**config.mk**
```make
export PLATFORM = sky130hd
export DESIGN_NAME = pipe_mem_arbiter
export DESIGN_NICKNAME = d
export VERILOG_FILES = /design/src/rtl/pipe_mem_arbiter.sv
export SDC_FILE = /design/constraint.sdc
export NUM_CORES = 1
export LEC_CHECK = 0
export CORE_MARGIN = 10
export CORE_UTILIZATION = 40
export CTS_CLUSTER_DIAMETER = 200
export DETAILED_ROUTE_END_ITERATION = 16
export PLACE_DENSITY = 0.8
export SETUP_SLACK_MARGIN = 0.2
export SYNTH_ARGS = -nofsm -noshare
export SYNTH_HDL_FRONTEND = slang
export SYNTH_SLANG_ARGS = --single-unit
```
**constraint.sdc**
```tcl
create_clock -name clk_i -period 1.9 [get_ports clk_i]
set_input_delay 0.38 -clock clk_i [delete_from_list [all_inputs] [get_ports clk_i]]
set_output_delay 0.38 -clock clk_i [all_outputs]
set_load 0.1 [all_outputs]
```
**src/rtl/pipe_mem_arbiter.sv**
```systemverilog
// Arbitrates one single-port, variable-latency memory between instruction fetch and
// data access. MEM has priority, IF has a starvation guard, and a watchdog turns a lost ack into an error completion.
module pipe_mem_arbiter #(
  parameter int ADDR_W     = 32,
  parameter int DATA_W     = 32,
  parameter int MAX_STARVE = 4,
  parameter int TIMEOUT    = 64
) (
  input  logic              clk_i,
  input  logic              rst_n_i,
  // instruction fetch requester
  input  logic              if_req_i,
  input  logic [ADDR_W-1:0] if_addr_i,
  output logic              if_done_o,
  output logic [DATA_W-1:0] if_rdata_o,
  output logic              if_stall_o,
  // data access requester
  input  logic              mem_req_i,
  input  logic              mem_we_i,
  input  logic [ADDR_W-1:0] mem_addr_i,
  input  logic [DATA_W-1:0] mem_wdata_i,
  output logic              mem_done_o,
  output logic [DATA_W-1:0] mem_rdata_o,
  output logic              mem_stall_o,
  output logic              err_o,
  // unified memory port
  output logic              m_req_o,
  output logic              m_we_o,
  output logic [ADDR_W-1:0] m_addr_o,
  output logic [DATA_W-1:0] m_wdata_o,
  input  logic              m_ack_i,
  input  logic [DATA_W-1:0] m_rdata_i
);

  // Handshake: a requester holds req/addr/we/wdata until its done pulse; the memory
  // port holds m_req_o and every m_* output stable until the cycle m_ack_i is 1.

  localparam logic [1:0] ST_IDLE     = 2'd0;
  localparam logic [1:0] ST_BUSY_IF  = 2'd1;
  localparam logic [1:0] ST_BUSY_MEM = 2'd2;

  localparam logic [3:0] STARVE_MAX = 4'(MAX_STARVE);
  localparam logic [7:0] WD_LAST    = 8'(TIMEOUT - 1);

  logic [1:0] state_q;
  logic [1:0] state_d;
  logic [3:0] starve_q;
  logic [7:0] wd_q;

  logic idle;
  logic busy;
  logic if_want;
  logic mem_want;
  logic grant_if;
  logic grant_mem;
  logic ack_hit;
  logic expire;
  logic finish;

  // A requester whose done pulse is high is still presenting the completed request.
  assign if_want  = if_req_i & ~if_done_o;
  assign mem_want = mem_req_i & ~mem_done_o;

  assign idle      = (state_q == ST_IDLE);
  assign busy      = (state_q == ST_BUSY_IF) | (state_q == ST_BUSY_MEM);
  assign grant_mem = idle & mem_want & (~if_want | (starve_q != STARVE_MAX));
  assign grant_if  = idle & if_want & ~grant_mem;

  assign ack_hit = busy & m_ack_i;
  assign expire  = busy & ~m_ack_i & (wd_q == WD_LAST);
  assign finish  = ack_hit | expire;

  assign if_stall_o  = if_req_i & ~if_done_o;
  assign mem_stall_o = mem_req_i & ~mem_done_o;

  always_comb begin
    state_d = state_q;
    case (state_q)
      ST_IDLE: begin
        if (grant_mem) begin
          state_d = ST_BUSY_MEM;
        end else if (grant_if) begin
          state_d = ST_BUSY_IF;
        end
      end
      ST_BUSY_IF, ST_BUSY_MEM: begin
        if (finish) begin
          state_d = ST_IDLE;
        end
      end
      default: state_d = ST_IDLE;
    endcase
  end

  always_ff @(posedge clk_i or negedge rst_n_i) begin
    if (!rst_n_i) begin
      state_q <= ST_IDLE;
    end else begin
      state_q <= state_d;
    end
  end

  // Watchdog is zero on BUSY entry and counts BUSY cycles that end without an ack.
  always_ff @(posedge clk_i or negedge rst_n_i) begin
    if (!rst_n_i) begin
      wd_q <= 8'd0;
    end else if (busy & ~finish) begin
      wd_q <= wd_q + 8'd1;
    end else begin
      wd_q <= 8'd0;
    end
  end

  always_ff @(posedge clk_i or negedge rst_n_i) begin
    if (!rst_n_i) begin
      starve_q <= 4'd0;
    end else if (grant_if) begin
      starve_q <= 4'd0;
    end else if (grant_mem & if_req_i & (starve_q != STARVE_MAX)) begin
      starve_q <= starve_q + 4'd1;
    end
  end

  always_ff @(posedge clk_i or negedge rst_n_i) begin
    if (!rst_n_i) begin
      m_req_o   <= 1'b0;
      m_we_o    <= 1'b0;
      m_addr_o  <= '0;
      m_wdata_o <= '0;
    end else if (grant_mem) begin
      m_req_o   <= 1'b1;
      m_we_o    <= mem_we_i;
      m_addr_o  <= mem_addr_i;
      m_wdata_o <= mem_wdata_i;
    end else if (grant_if) begin
      m_req_o   <= 1'b1;
      m_we_o    <= 1'b0;
      m_addr_o  <= if_addr_i;
      m_wdata_o <= '0;
    end else if (finish) begin
      m_req_o <= 1'b0;
    end
  end

  // Read data is only driven during the done pulse; writes and timeouts return zero.
  always_ff @(posedge clk_i or negedge rst_n_i) begin
    if (!rst_n_i) begin
      if_done_o   <= 1'b0;
      mem_done_o  <= 1'b0;
      err_o       <= 1'b0;
      if_rdata_o  <= '0;
      mem_rdata_o <= '0;
    end else begin
      if_done_o   <= finish & (state_q == ST_BUSY_IF);
      mem_done_o  <= finish & (state_q == ST_BUSY_MEM);
      err_o       <= expire;
      if_rdata_o  <= (ack_hit & (state_q == ST_BUSY_IF)) ? m_rdata_i : '0;
      mem_rdata_o <= (ack_hit & (state_q == ST_BUSY_MEM) & ~m_we_o) ? m_rdata_i : '0;
    end
  end

endmodule

```
== Word level (Yosys, flattened, before mapping) ==
Index checks and enable logic that the tools add are counted.

* Register bits after elaboration: 147
* Output and inout port bits: 135
* Logic and storage cells: 71

* $add $sub $neg: 2
* Equal/unequal tests: 6
* Multiplexer cells: 18
* Bitwise operators: 27
* Reduce and logical (&&, ||, !) cells: 6

{| class="wikitable"
|+ Operator list
! operator !! count
|-
| two-way mux 32 bit || 6
|-
| bitwise AND 1 bit || 17
|-
| adder 8 x 1 -> 8 bit (second input constant) || 1
|-
| == test 8 x 6 -> 1 bit (second input constant) || 1
|-
| two-way mux 4 bit || 2
|-
| two-way mux 8 bit || 1
|-
| inverter 1 bit || 7
|-
| two-way mux 2 bit || 3
|-
| two-way mux 1 bit || 5
|-
| adder 4 x 1 -> 4 bit (second input constant) || 1
|-
| inequality test 4 x 3 -> 1 bit (second input constant) || 1
|-
| one-hot mux 2 bit (2 select lines) || 1
|-
| nonzero test 2 bit || 2
|-
| inequality test 3 x 1 -> 1 bit (second input constant) || 1
|-
| OR 1 bit || 3
|-
| nonzero test 3 bit || 1
|-
| == test 2 x 1 -> 1 bit (second input constant) || 1
|-
| == test 2 bit (second input constant) || 1
|-
| zero test 2 bit || 1
|-
| inequality test 2 bit (second input constant) || 1
|-
| AND reduction 2 bit || 1
|-
| OR reduction 2 bit || 1
|}

== Logic depth before layout (Yosys ltp) ==
Gate-level depths: netlist of the first run.

* Word-level depth: 10
* Depth in mapped cells: 8

== Worst setup path after synthesis of the first run ==
Ideal clock, no wire load.

* Kind: register -> register
* From: reg if_done_o
* To: reg m_wdata_o[23]
* Library setup time: 122 ps
* Arrival time: 2,533 ps
* Data required time: 1,778 ps
* Path slack: -755 ps
* Stages on the path, launching flop included: 6
* Buffers on the path: 2
* Clock period less this slack: 2,655 ps
* Path through: dfrtp_1 and2b_1 o21ai_1 buf_2 buf_2 a22o_1

* Word-level cells in the longest chain between the ends: 8
* Elaborated cells between the ends (all ways): 10
* Those cells by class: 1 x mux; 8 x bitwise; 1 x reduce/logical

{| class="wikitable"
|+ RTL lines
! element !! line !! RTL
|-
| from (decl) || 14 || <nowiki>output logic if_done_o,</nowiki>
|-
| from (signal assigned) || 154 || <nowiki>if_done_o <= finish & (state_q == ST_BUSY_IF);</nowiki>
|-
| inverter 1 bit * || - ||
|-
| bitwise AND 1 bit * || - ||
|-
| via if_stall_o || 16 || <nowiki>output logic if_stall_o,</nowiki>
|-
| inverter 1 bit || 66 || <nowiki>assign grant_mem = idle & mem_want & (~if_want | (starve_q != STARVE_MAX));</nowiki>
|-
| OR 1 bit || 66 ||
|-
| bitwise AND 1 bit || 66 ||
|-
| inverter 1 bit || 67 || <nowiki>assign grant_if = idle & if_want & ~grant_mem;</nowiki>
|-
| bitwise AND 1 bit || 67 ||
|-
| nonzero test 2 bit (no source line) || - ||
|-
| to (signal assigned) || 134 || <nowiki>m_wdata_o <= mem_wdata_i;</nowiki>
|-
| to (decl) || 30 || <nowiki>output logic [DATA_W-1:0] m_wdata_o,</nowiki>
|}

The timed path passes the listed nets; every way through them passes the cells marked *.
A chain may end at the register's enable or synchronous reset.

== Final worst setup path of the first run ==
* From: reg mem_done_o
* To: out mem_stall_o

* Word-level cells in the longest chain between the ends: 2

{| class="wikitable"
|+ RTL lines
! element !! line !! RTL
|-
| from (decl) || 22 || <nowiki>output logic mem_done_o,</nowiki>
|-
| from (signal assigned) || 155 || <nowiki>mem_done_o <= finish & (state_q == ST_BUSY_MEM);</nowiki>
|-
| inverter 1 bit || 74 || <nowiki>assign mem_stall_o = mem_req_i & ~mem_done_o;</nowiki>
|-
| bitwise AND 1 bit || 74 ||
|-
| to (decl) || 24 || <nowiki>output logic mem_stall_o,</nowiki>
|}

Every way passes these cells.

==> flow_summary.ini, run 1 <==
[layout]
area_growth_pct = 73.86
stdcell_count = 933
n_fill_cell = 879
mostFrequentLayoutCells = dfrtp_1 (145), buf_4 (142), clkdlybuf4s50_1 (132), nand2_1 (69), a22o_1 (35)
fin_util = 0.7133
diodes = 0
drive_gt1_frac = 0.3408
layout_commonest_cell = dfrtp_1
nets = 884

[routing]
wire_per_inst_um = 21.77
vias = 4778
vias_per_cell = 5.121
drt_iter0_markers = 238
routed_wl_um = 20310
drc = 0
drtPass1Iterations = 4
antenna_left = 0

[critical_path]
cp_slowest_stage_delay_ps = 480
r2r_cells = 7
critical_path_depth = 4
cp_slowest_cell = dfrtp_4
crit_type = reg -> out
path_cells = nand2b_4 > clkinvlp_4 > buf_6 > buf_12
start_kind = flip-flop
cp-end-kind = output port
critPathRequiredTime_ps = 1520
critical-path-top-delay-family = flip-flops
crit_fanout = 2
cp_num_buf_inv = 3
crit_arrival_ps = 1410

[yosys]
synth_area_leaders = dfrtp_1 (67%), a22o_1 (5.6%), nand2_1 (4.8%)
yosysWarnings = 0
synth_area_leader_cell = dfrtp_1
synth_edf_count = 0
avgSynthCellArea_um2 = 12.39
yosysTopAreaCellShare = 0.6717
synth_nets = 582
synthArstFlopShare = 1.000
synthCells = 442
ys.flop_type = dfrtp_1
syn_area_um2 = 5477
synth_seq_area_share = 0.6717
yosysUniqueCellTypes = 35
synth_seq_cells = 147

[floorplan]
core_um2 = 13350
die_height_um = 137.0
ioPinCount = 269
die-area_um2 = 18770
row_count = 42
die_w_um = 137.0
start_util = 0.4103

[power_and_ir_drop]
power_density_nw_per_um2 = 2053
ir_worst_vdd_mv = 0.8033
power_leakage_uw = 0.004745
power_uw = 19550

[global_route]
antenna_found_initial = 0
grt_max_degree = 43
grt_pass1_vias = 5012
grt-ovfl-total = 0
grt_pass1_wl_um = 27790
gr-usage-all-layers = 0.1932

[cts]
clk_root_buffer_cell = clkbuf_16
ctsHtreeMaxLevel = 4
numCtsBuffers = 17
clock-sinks = 147
cts_tree = yes
clk_latency_ps = 420
ctsLongestPathBuffers = 2
clk_pin_slew_ps = 60

[timing]
fin_hold_ws_ps = 467.8
max_freq_ghz = 0.5582
period_needed_ps = 1791
rsz0062_at_grt = true
hold_viol = 0
slew_headroom = 0.6684
tightest_slew_ps = 493.2
fin_crit_sh = 0.9429
maxSlewViolCount = 0
setup_violations = 0
finClkSkew_ps = 5.873

[run_status]
status = finished, final reports clean

[placed_design]
placedCellCount = 876
gp_congestion = 0.8635
dp_hpwl_um = 13810
port_buffers = 268

[run]
cap_violations = 0

[hold_path]
worstHoldPathType = in -> async
timing repair:
item | CTS | global route
buffers inserted | 12 | 5
endpoints found under the hold margin | 38 | 0
cloned | 1 | 6
hold buffers | 1 | 0
resized for setup | 8 | 40
pin swaps | 1 | 39
endpoints found under the setup margin | 67 | 65
state kept, by name (all words and copies together), names as in the netlist, 2 cells and up:
register     cells
if_rdata_o      32
m_addr_o        32
m_wdata_o       32
mem_rdata_o     32
starve_q         4
state_q          2
wd_q             8
cell usage after synthesis (2+ instances only):
cell type  count
ha_1           6
buf_6          3
a21oi_1        3
o21ai_0        3
a22o_1        35
and2_1        32
nor3_1         2
nand2_1       70
nand3_1        4
nand2b_1       5
and3_1        33
dfrtp_1      147
buf_2          9
nor2_1        10
o31ai_1        2
xor2_1         5
buf_4          5
a22oi_1       32
clkbuf_1      11
inv_1         10
metrics by stage:
step / TNS, ps / setup WS [ps] / area, um^2
4_1_cts: 0 / 111.9 / 9178
6_report: 0 / 108.5 / 9522
5_1_grt: 0 / 59.40 / 9522
2_1_floorplan: -9833 / -185.6 / 5535
3_3_place_gp: 0 / 54.94 / 8369
3_5_place_dp: -79.02 / -20.40 / 8369
cells by family (layout without fill, tap and decap cells):
family | Yosys count | after routing | synth area share
AOI/OAI and AO/OA | 81 | 81 | 0.1179
and+or+nand+nor | 164 | 164 | 0.1515
DFF | 147 | 147 | 0.6717
xor gates and xnor gates | 6 | 6 | 0.009596
adders and majority gates | 6 | 6 | 0.01371
buffers and inverters | 38 | 353 | 0.03564
worst reg2reg max path, delay by kind of cell, from the launching register on:
family / cells / cell delay, ps
flops: 1 / 350
compound gates: 2 / 530
fa+ha+maj: 1 / 180
buf+inv: 2 / 210
simple gates: 2 / 340
per-layer routing:
| layer | global-route usage | wire [um] |
|---|---|---|
| met1 | 0.1982 | 7192 |
| met2 | 0.3471 | 11110 |
| met3 | 0.06891 | 1519 |
| met4 | 0.08314 | 488 |
| met5 | 0 | 0 |
where the power goes:
| part | internal (uW) | total (uW) | leakage (uW) | switching (uW) |
|---|---|---|---|---|
| Sequential | 4010 | 4600 | 0.00194 | 583 |
| Combinational | 3040 | 11200 | 0.00248 | 8160 |
| Clock | 2500 | 3760 | 0.000329 | 1260 |
final cells by class:
cell class              count  area [um^2]  share of cell area
inverters                  10        41.29            0.004336
well taps                 176        220.2             0.02313
clock buffers              23        498.0             0.05230
multi-input cells         257         1823              0.1915
clock inverters             9        172.7             0.01813
flip-flops and latches    147         3686              0.3871
repair buffers            311         3080              0.3235
final timing paths:
check | start | end | slack [ps]
min in group clk_i | m_addr_o[28] | m_addr_o[28] | 470
max in group asynchronous | rst_n_i | m_addr_o[21] | 820
min | rst_n_i | if_rdata_o[15] | 470
max | mem_done_o | mem_stall_o | 110
min reg2reg | m_addr_o[28] | m_addr_o[28] | 470
max reg2reg | starve_q[1] | m_addr_o[5] | 180
Power figures use the tool's default switching activity.
==> inputs of run 2 (changes only) <==
--- a/config.mk
+++ b/config.mk
@@ -9,6 +9,7 @@
 export CORE_UTILIZATION = 40
 export CTS_CLUSTER_DIAMETER = 200
 export DETAILED_ROUTE_END_ITERATION = 16
+export MAX_ROUTING_LAYER = met4
 export PLACE_DENSITY = 0.8
 export SETUP_SLACK_MARGIN = 0.2
 export SYNTH_ARGS = -nofsm -noshare
==> run 2 against run 1 <==
Compared with the run above: clock power barely moved; combinational power barely moved; via count rose by 1.3%; core utilization fell by 0.13 points; count of clock-buffer cells in the layout did not move; sequential share of layout area rose by 0.071 points; critical path depth did not move; setup slack improved by 20 ps; sequential power barely moved; fmax rose by 1.1%; final cell count rose by 0.11%; largest cell class unchanged; highest routed layer unchanged.
==> flow_summary.ini, run 2 (synthesis results as in run 1) <==
[run_status]
status = finished, final reports clean

[timing]
rsz0062_at_grt = true
setup_violations = 0
setup_tns_ps = 0
hold_viol = 0
fin_hold_ws_ps = 467.6
tightest_slew_ps = 490.5
slew_headroom = 0.6702
maxSlewViolCount = 0
max_freq_ghz = 0.5644
fin_crit_sh = 0.9326
period_needed_ps = 1772
finClkSkew_ps = 5.504

[cts]
clock-sinks = 147
clk_root_buffer_cell = clkbuf_16
cts_tree = yes
ctsLongestPathBuffers = 2
ctsHtreeMaxLevel = 4
clk_latency_ps = 410
clk_pin_slew_ps = 60
numCtsBuffers = 17

[layout]
drive_gt1_frac = 0.3404
n_fill_cell = 891
nets = 885
diodes = 0
fin_util = 0.7120
mostFrequentLayoutCells = buf_4 (145), dfrtp_1 (145), clkdlybuf4s50_1 (132), nand2_1 (69), a22o_1 (35)
area_growth_pct = 73.54

[routing]
routed_wl_um = 20240
wl_met1_um = 7160
vias = 4841
met2_length_um = 11090
vias_per_cell = 5.183
drt_iter0_markers = 306
antenna_left = 0
wl_met3_um = 1394
drc = 0
drtPass1Iterations = 5
routed.top_layer = met4
wire_per_inst_um = 21.67

[critical_path]
cp_slowest_stage_delay_ps = 470
cp_slowest_cell = dfrtp_4
critPathRequiredTime_ps = 1520
path_cells = nand2b_4 > clkinvlp_4 > buf_6 > buf_12
crit_arrival_ps = 1390
crit_type = reg -> out
cp-end-kind = output port
start_kind = flip-flop
crit_fanout = 2

[placed_design]
dp_hpwl_um = 13810
port_buffers = 268
gp_congestion = 0.8774

[hold_path]
worstHoldPathType = reg -> reg

[global_route]
grt-ovfl-total = 0
grt_max_degree = 43
grt_pass1_vias = 5036
antenna_found_initial = 0
grt_pass1_wl_um = 27730
gr-usage-all-layers = 0.1989

[power_and_ir_drop]
ir_worst_vdd_mv = 0.7883
power_density_nw_per_um2 = 2050
power_leakage_uw = 0.004742

[floorplan]
die_w_um = 137.0
die_height_um = 137.0
core_um2 = 13350
row_count = 42
start_util = 0.4103
ioPinCount = 269
die-area_um2 = 18770

[run]
cap_violations = 0
## run 2: cell types whose count changed in the layout (fill, tap and decap cells not counted)
cell	change
a22oi_1	+1
buf_4	+3
buf_8	-1
buf_12	-1
a22oi_2	-1
## run 2: per-stage QoR
stage	std cells	setup WS [ps]	instance area [um^2]	total power, uW
floorplan	442	-185.6	5535	12100
global placement	876	54.94	8369	14830
detailed placement	876	-20.40	8369	15040
CTS	922	111.9	9178	19010
global route	934	72.62	9504	20130
finish	934	128.1	9504	19490
## run 2: cell type report
type                            instances  area [um^2]  share of cell area
Sequential cell                       147         3686              0.3878
Timing Repair Buffer                  312         3068              0.3228
Tap cell                              176        220.2             0.02317
Clock buffer                           23        498.0             0.05240
Clock inverter                          9        172.7             0.01817
Multi-Input combinational cell        257         1818              0.1913
Inverter                               10        41.29            0.004344
## run 2: path summary, 6_finish.rpt
check	start	endpoint	slack, ps	cells past startpoint
min	m_addr_o[28]	m_addr_o[28]	470	2
max in group asynchronous	rst_n_i	m_addr_o[20]	820	3
min in group asynchronous	rst_n_i	mem_rdata_o[15]	480	2
max	mem_done_o	mem_stall_o	130	4
max reg2reg	starve_q[1]	m_addr_o[17]	190	7
min reg2reg	m_addr_o[28]	m_addr_o[28]	470	2
## run 2: worst max-delay path: cells and delay by family, from the launching register on
kind / cells / cell delay (ps)
flops: 1 / 470
buf+inv: 3 / 340
simple gates: 1 / 160
## run 2: what timing repair did
item / 4_1_cts / 5_1_grt
setup buffers: 12 / 7
pin swaps: 1 / 32
gates resized for setup: 8 / 38
hold buffers: 1 / 0
endpoints found under the setup margin: 67 / 65
hold endpoints to repair: 38 / 0
gates cloned: 1 / 5
## run 2: layer usage
| layer | up-vias | track usage |
|---|---|---|
| li1 | 2139 | - |
| met1 | 2437 | 0.2046 |
| met2 | 216 | 0.3460 |
| met3 | 49 | 0.06048 |
| met4 | 0 | 0.08372 |
| met5 | - | - |
## run 2: where the power goes
group          internal [uW]  switching (uW)  total, uW
Sequential              4010             578       4590
Clock                   2500            1250       3750
Combinational           3010            8140      11100
==> patch: new RTL, flow settings as in run 1 <==
Register the output `err_o` once more, cleared by the reset; this adds one clock of latency there. The other outputs are not delayed to match.
--- a/src/rtl/pipe_mem_arbiter.sv
+++ b/src/rtl/pipe_mem_arbiter.sv
@@ -41,6 +41,8 @@
 
   localparam logic [3:0] STARVE_MAX = 4'(MAX_STARVE);
   localparam logic [7:0] WD_LAST    = 8'(TIMEOUT - 1);
+
+  logic err_s0;
 
   logic [1:0] state_q;
   logic [1:0] state_d;
@@ -147,17 +149,25 @@
     if (!rst_n_i) begin
       if_done_o   <= 1'b0;
       mem_done_o  <= 1'b0;
-      err_o       <= 1'b0;
+      err_s0      <= 1'b0;
       if_rdata_o  <= '0;
       mem_rdata_o <= '0;
     end else begin
       if_done_o   <= finish & (state_q == ST_BUSY_IF);
       mem_done_o  <= finish & (state_q == ST_BUSY_MEM);
-      err_o       <= expire;
+      err_s0      <= expire;
       if_rdata_o  <= (ack_hit & (state_q == ST_BUSY_IF)) ? m_rdata_i : '0;
       mem_rdata_o <= (ack_hit & (state_q == ST_BUSY_MEM) & ~m_we_o) ? m_rdata_i : '0;
     end
   end
 
+  always_ff @(posedge clk_i or negedge rst_n_i) begin
+    if (!rst_n_i) begin
+      err_o <= '0;
+    end else begin
+      err_o <= err_s0;
+    end
+  end
+
 endmodule
 
Function: same outputs for any inputs over 4 cycles, from zero or initial values and one cycle with rst_n_i low; that may be too few to reach the edited logic, so the function may still have changed.
==> patch against run 1 <==
Worst setup slack better by 64 ps; synthesized cell count is 0.23% higher; routed wire length is 3.5% lower; sequential cell count is 1 higher; total power is 3.1% lower; hold slack worse by 100 ps; final area is 1.5% lower; clock skew is 1.0 ps lower; synthesized area is 0.46% higher; via count is 1.4% lower; non-clock buffer count is 10 lower; critical path type is now reg -> reg; critical endpoint is now m_addr_o[31]; largest cell class unchanged.
==> patch: results (changes against run 1) <==
Among cell families on the critical path, the largest total delay comes from compound AO/OA/AOI/OAI gates. The post-detailed-placement cell area is 8330 µm² (-0.48%). The worst IR drop on VDD is 0.000819 V (+1.9%). The share of final layout cell area taken by clock buffers and inverters was 6.55% (-0.49 points). The share of cell area taken by flip-flops and latches is 39.6% (+0.87 points). The global router's overall resource usage was 19.0% (-0.28 points). The count of routing violations after the opening detailed-route iteration is 246 (+3.4%). The total length of routed wires came out at 19600 µm (-3.5%). The static leakage power is 4.67 nW (-1.6%). Ranked by total cell area, the synthesized netlist is headed by dfrtp_1 67%, a22o_1 5.6%, nand2_1 4.8%. The routed metal-1 wirelength was 6790 µm (-5.6%).

The number of placed instances, taps included came out at 875 (-0.11%). The critical path capture point type is a flop. The area taken by multi-input logic gates was 1830 µm² (+0.34%).

The combinational fraction of design power came out at 57.4% (about the same). The largest net degree at the start of global routing was 50 (+16%). The ratio of cells with drive above 1 in the final layout came out at 32.8% (-1.3 points). The non-clock buffer total of the final layout is 301 (-3.2%). The global-route wire length before repair is 27700 µm (-0.40%). The number of sinks driven by the clock tree came out at 148 (+0.68%). The via count of the first global-routing pass is 4813 (-4.0%). The proportion of final cell area spent on non-clock buffers is 31.6% (-0.78 points). The adder and majority gate portion of the synthesized area came to 1.36% (-0.0062 points). The standard cell with the maximum stage delay on the critical path is dfrtp_1. The endpoint identified for the worst register-to-register timing path is m_addr_o[31]. The run finished with clean final reports. The net count after synthesis is 583 (+0.17%).

The worst-path maximum fanout is 8 (+6). The area fraction in compound gates after synthesis was 11.7% (-0.054 points). The normalized max-slew margin is 76.6% (+9.8 points). The total power is 19.0 mW (-3.1%). The total number of vias came out at 4712 (-1.4%). The met3 layer wire length in the routed design came out at 1870 µm (+23%). The final estimated routing congestion in global placement is 0.867 (+0.39%).

The number of clock-tree buffers in the layout is 20 (-13%). The delay of the slowest cell on the worst path came out at 360 ps (-120 ps). The area of all sequential standard cells is 3710 µm² (+0.68%). The tightest min-delay check is of the reg -> reg type. The core occupancy in the finished layout is 70.2% (-1.1 points). The setup slack at placement came out at -9.22 ps (+11.2 ps). The commonest cells after synthesis are 148 x dfrtp_1, 70 x nand2_1, 35 x a22o_1. The worst clock skew was 4.84 ps (-1.04 ps). The net load switching power came out at 9.84 mW (-1.6%).

The xor and xnor area share after synthesis came to 0.955% (-0.0044 points).
## patch: layer usage
metal | vias to the layer above | track usage, %
met4 | 0 | 6.62
met3 | 45 | 7.68
met2 | 208 | 33.0
met1 | 2344 | 20.7
met5 | - | 0
li1 | 2115 | -
## patch: worst min-delay path by stage
stage,from,end,slack (ps),cells after the start
final,err_s0,err_o,370,0
after global routing,err_s0,err_o,370,0
after CTS,err_s0,err_o,370,0
after detailed placement,rst_n_i,if_rdata_o[31],280,1
after global placement,rst_n_i,mem_rdata_o[20],270,1
after floorplan,rst_n_i,err_o,80,0
## patch: repair_timing
item                                    in CTS  in global routing
hold buffers                                 1                  0
endpoints found under the setup margin      70                 72
cloned                                       0                  6
pin swaps                                    1                 42
gates resized for setup                     14                 31
setup buffers                                8                  2
endpoints found under the hold margin       25                  0
## patch: worst register-to-register path: stages, from the launching register on
cell	delay (ps)
dfrtp_1	360
inv_1	60
ha_2	190
and3b_2	250
o211a_4	300
buf_6	180
a22oi_2	200
nand2_1	70
